[src/rtl/round_robin_resource_scheduler.sv]
// Round-robin scheduler granting one shared multi-cycle resource to N requesters.
// A grant is held until done, requester abort, or hold-time watchdog expiry.
module round_robin_resource_scheduler #(
  parameter int unsigned N        = 4,
  parameter int unsigned MAX_HOLD = 16
) (
  input  logic                 clk,
  input  logic                 rst_n,
  input  logic [N-1:0]         req,
  input  logic                 done,
  output logic [N-1:0]         grant,
  output logic [$clog2(N)-1:0] grant_id,
  output logic                 busy,
  output logic                 timeout
);

  localparam int unsigned IDW = $clog2(N);
  localparam int unsigned HW  = (MAX_HOLD > 0) ? $clog2(MAX_HOLD + 1) : 1;

  typedef enum logic {IDLE, BUSY} state_t;

  state_t         state, state_next;
  logic [IDW-1:0] ptr, ptr_next;
  logic [HW-1:0]  hold_cnt, hold_next;
  logic [N-1:0]   grant_next;
  logic [IDW-1:0] id_next;
  logic           busy_next;
  logic           timeout_next;

  logic           found;
  logic [IDW-1:0] win_id;
  logic           rel_done, rel_abort, rel_wd;
  logic [IDW-1:0] ptr_after;

  // Circular priority scan starting at ptr, wrapping explicitly modulo N
  always_comb begin
    found  = 1'b0;
    win_id = '0;
    for (int unsigned i = 0; i < N; i++) begin
      int unsigned idx;
      idx = int'(ptr) + i;
      if (idx >= N) idx = idx - N;
      if (!found && req[IDW'(idx)]) begin
        found  = 1'b1;
        win_id = IDW'(idx);
      end
    end
  end

  // Release conditions; done has priority over abort and watchdog
  always_comb begin
    rel_done  = done;
    rel_abort = !req[grant_id];
    rel_wd    = (MAX_HOLD != 0) && (hold_cnt == HW'(MAX_HOLD - 1));
    ptr_after = (grant_id == IDW'(N - 1)) ? '0 : grant_id + IDW'(1);
  end

  // Next-state and next-output logic
  always_comb begin
    state_next   = state;
    ptr_next     = ptr;
    hold_next    = hold_cnt;
    grant_next   = grant;
    id_next      = grant_id;
    busy_next    = busy;
    timeout_next = 1'b0;
    case (state)
      IDLE: begin
        grant_next = '0;
        id_next    = '0;
        busy_next  = 1'b0;
        if (found) begin
          state_next = BUSY;
          grant_next = N'(1) << win_id;
          id_next    = win_id;
          busy_next  = 1'b1;
          hold_next  = '0;
        end
      end
      BUSY: begin
        if (rel_done || rel_abort || rel_wd) begin
          state_next   = IDLE;
          grant_next   = '0;
          id_next      = '0;
          busy_next    = 1'b0;
          ptr_next     = ptr_after;
          timeout_next = rel_wd && !rel_done && !rel_abort;
        end else if (hold_cnt != HW'(MAX_HOLD)) begin
          hold_next = hold_cnt + HW'(1);
        end
      end
      default: state_next = IDLE;
    endcase
  end

  always_ff @(posedge clk or negedge rst_n) begin
    if (!rst_n) begin
      state    <= IDLE;
      ptr      <= '0;
      hold_cnt <= '0;
      grant    <= '0;
      grant_id <= '0;
      busy     <= 1'b0;
      timeout  <= 1'b0;
    end else begin
      state    <= state_next;
      ptr      <= ptr_next;
      hold_cnt <= hold_next;
      grant    <= grant_next;
      grant_id <= id_next;
      busy     <= busy_next;
      timeout  <= timeout_next;
    end
  end

endmodule

[config.mk]
export PLATFORM = sky130hd
export DESIGN_NAME = round_robin_resource_scheduler
export DESIGN_NICKNAME = d
export VERILOG_FILES = /design/src/rtl/round_robin_resource_scheduler.sv
export SDC_FILE = /design/constraint.sdc
export NUM_CORES = 1
export LEC_CHECK = 0
export CORE_MARGIN = 2
export CORE_UTILIZATION = 25
export DETAILED_ROUTE_END_ITERATION = 6
export MAX_ROUTING_LAYER = met4
export SETUP_SLACK_MARGIN = 0.15
export SYNTH_ARGS = -nofsm -noshare
export SYNTH_HDL_FRONTEND = slang
export SYNTH_SLANG_ARGS = --single-unit
[constraint.sdc]
create_clock -name clk -period 2.4 [get_ports clk]
set_clock_uncertainty 0.05 [all_clocks]
set_input_delay 0.48 -clock clk [delete_from_list [all_inputs] [get_ports clk]]
set_output_delay 0.48 -clock clk [all_outputs]
set_load 0.01 [all_outputs]
==> results of run 1 <==
==> timing repair <==
action	CTS	global route
endpoints found under the setup margin	0	2
gates resized for setup	0	2
hold endpoints to repair	0	0
buffers inserted	0	1
hold buffers	0	0
==> cell usage after synthesis (2+ instances only) <==
cell / n
nor2_1: 5
inv_1: 7
ha_1: 4
clkbuf_1: 3
o21ai_0: 2
a21oi_1: 2
o31ai_1: 2
nand3b_1: 2
nand2_1: 9
mux2i_1: 4
and3_1: 3
nand4_1: 2
mux2_2: 3
dfrtp_1: 16
==> cells by family (layout without fill, tap and decap cells) <==
group           count (synthesis)  after routing  share of synthesized area
simple gates                   28             28                      0.168
compound gates                 18             18                      0.154
flops                          16             16                      0.441
buf+inv                        11             29                     0.0537
mux                             9              9                      0.118
fa+ha+maj                       4              4                     0.0551
xor+xnor                        1              1                    0.00964
==> power groups by stage <==
stage	logic, mW	registers, mW	clock network, mW
finish	0.508	0.478	0.140
global route	0.566	0.498	0.160
CTS	0.502	0.483	0.144
detailed placement	0.497	0.488	0
global placement	0.488	0.481	0
floorplan	0.336	0.457	0
==> cell type report <==
type	count	area (sq um)
Multi-Input combinational cell	60	467
Clock buffer	3	22.5
Fill cell	374	2260
Sequential cell	16	400
Inverter	7	26.3
Tap cell	46	57.6
Timing Repair Buffer	19	178
==> flip-flops by register name (all words and copies together) (netlist names) <==
signal / cells
busy: 1
grant: 4
grant_id: 2
hold_cnt: 5
ptr: 2
state: 1
timeout: 1
==> worst reg2reg max path: stages, from the launching register on <==
cell and delay [ns]:
dfrtp_1 0.41, ha_1 0.24, and3_1 0.20, ha_1 0.23, nor2_4 0.17, and3_4 0.28
o21ai_4 0.09, mux2_1 0.31
==> per-layer routing <==
| layer | vias to the layer above | GRT usage |
|---|---|---|
| met1 | 364 | 0.131 |
| met4 | 0 | 0.0479 |
| met5 | - | - |
| met2 | 16 | 0.194 |
| li1 | 358 | - |
| met3 | 4 | 0.0229 |
==> metrics by stage <==
step	setup WS [ns]	utilization	hold slack, ns	power, mW	std cells
final	0.311	0.337	0.444	1.13	151
after CTS	0.165	0.333	0.452	1.13	150
after global placement	0.166	0.326	0.437	0.969	147
after detailed placement	0.129	0.326	0.427	0.985	147
after floorplan	0.353	-	0.134	0.792	87
after global routing	0.172	0.337	0.485	1.22	151
==> worst paths after layout <==
kind                                              start                       to  slack, ns  cells past startpoint
worst max-delay path            hold_cnt[0]$_DFFE_PN0P_  hold_cnt[1]$_DFFE_PN0P_       0.31                      7
worst min-delay path                   busy$_DFFE_PN0P_         busy$_DFFE_PN0P_       0.44                      2
worst max register to register  hold_cnt[0]$_DFFE_PN0P_  hold_cnt[1]$_DFFE_PN0P_       0.31                      7
worst min register to register         busy$_DFFE_PN0P_         busy$_DFFE_PN0P_       0.44                      2
max in group asynchronous                         rst_n        timeout$_DFF_PN0_       1.30                      1
min in group asynchronous                         rst_n     grant[2]$_DFFE_PN0P_       0.56                      1
==> summary.md, run 1 <==
| Metric | Value |
|---|---|
| Netlist cell types | 37 |
| Combinational share of power | 0.451 |
| Crit path required time | 2.52 ns |
| Cells after Synth | 87 |
| Worst-Margin Slew | 0.698 ns |
| Commonest cells after routing, fill and taps aside | 16 x dfrtp_1, 14 x clkdlybuf4s50_1, 9 x nand2_1 |
| Asr flop ratio synth | 1.00 |
| Reg power frac | 0.425 |
| Total GRT Usage | 0.114 |
| Area of the mapped netlist | 908 sq um |
| Synth Flop Type | dfrtp_1 |
| Final setup violation count | 0 |
| Min-delay worst type | flop to flop |
| Syn avg cell area | 10.4 sq um |
| Net count after synthesis | between 90 and 100 |
| Most common cell after layout, fill and taps aside | dfrtp_1 |
| DR vias/cell | approximately 4.9 |
| Fin. Hold Viols | 0 |
| Largest area contributor in the netlist | dfrtp_1 |
| Max Slew Vio Count | 0 |
| Placed Area | ~1100 sq um |
| Die X-Extent | roughly 64 microns |
| Die Ht | 64.3 microns |
| Worst skew pair latency | 0.28 ns |
| Status | finished clean |
| Tcrit/Tclk final | 0.870 |
| Clk root buf | clkbuf_4 |
| Synth top area share | 0.441 |
| CTS Sinks | 16 |
| Via count of the first global-routing pass | 766 |
| Internal Power | 0.694 mW |
| Max incr delay on CP | 0.41 ns |
| Area delta synth->final | 26.7% |
| Sequential fraction of the synthesis area | 0.441 |
| Sw power | between 0.4 and 0.5 mW |
| Worst VDD drop | slightly above 400 uV |
| Initial DRC Count | 17 |
| Area of the core | 3420 sq um |
| Initial antenna violation count | 0 |
| Peak Freq | 0.479 GHz |
| H-tree depth | 1 |
| Final instance area | 1150 sq um |
| Largest delay share family, worst path | simple AND/OR/NAND/NOR gates |
| Static Leakage | 0.516 nW |
| CP cell instances | ha_1 > and3_1 > ha_1 > nor2_4 > and3_4 > o21ai_4 > mux2_1 |
| Drt drc | 0 |
| Wire length on met1 | 931 microns |
| CTS tree | yes |
| Top cells by area, synth | dfrtp_1 44%, ha_1 5.5%, mux2i_1 4.4%, nand2_1 3.7%, mux2_2 3.7% |
| Clk network pwr share | 0.125 |
| Post-route ant nets | 0 |
| Die footprint | 4130 sq um |
| IO Port Bufs | 14 |
| CP most frequent cell | ha_1 |
| Crit start category | flop |
| Met3 wire len | 43 microns |
| Antenna diodes | 0 |
| Met2 WL | approximately 1100 microns |
| Clk slew on worst S/H paths | roughly 0.090 ns |
| # rows | 21 |
| Pre-antenna DRT Iters | 4 |
| Vias | 742 |
| HPWL Detailed | 1570 microns |
| Setup TNS | 0 ns |
| Worst path slowest cell | dfrtp_1 |
| Yosys warnings | 0 |
| GPL Wtd Cong | 0.734 |
| Drt wl/cell | 13.7 microns |
| Nets@finish | 118 |
| Initial Util | 0.266 |
| Min Tclk post-route | 2.09 ns |
| Largest net degree at the start of global routing | 17 |
| Crit path buf inv count | 0 |
| First-pass GRT wire length | 3480 microns |
| Critical path endpoint category | flop |
| PwrDens | 978 nW/um^2 |
| Seq cells post-synth | 16 |
| Slew HR | 0.534 |
| RSZ-0062 raised after global routing | no |
| Sw Ratio | 0.384 |
| Data arrival, critical path | 2.21 ns |
| Gr ovfl total | 0 |
| Num CTS Buffers | 3 |
| Post-synth EDFFs | 0 |
| MaxCap Viol Count | 0 |
| Uppermost layer routed | met4 |
| # IOs | 15 |
| Routed WL | 2070 microns |
| CTS Buffer Depth | 2 |
| Worst Setup Path Type | flop to flop |
| Share of cells above drive strength 1 | 0.181 |
| CP max FO | 9 |
No activity file was read; power rests on OpenSTA's default activity.
==> run 2: changes to the inputs <==
- CAP_MARGIN: unset -> 10
==> results of run 2 <==
No change in the layout: final DEF, timing and power equal those of run 1.
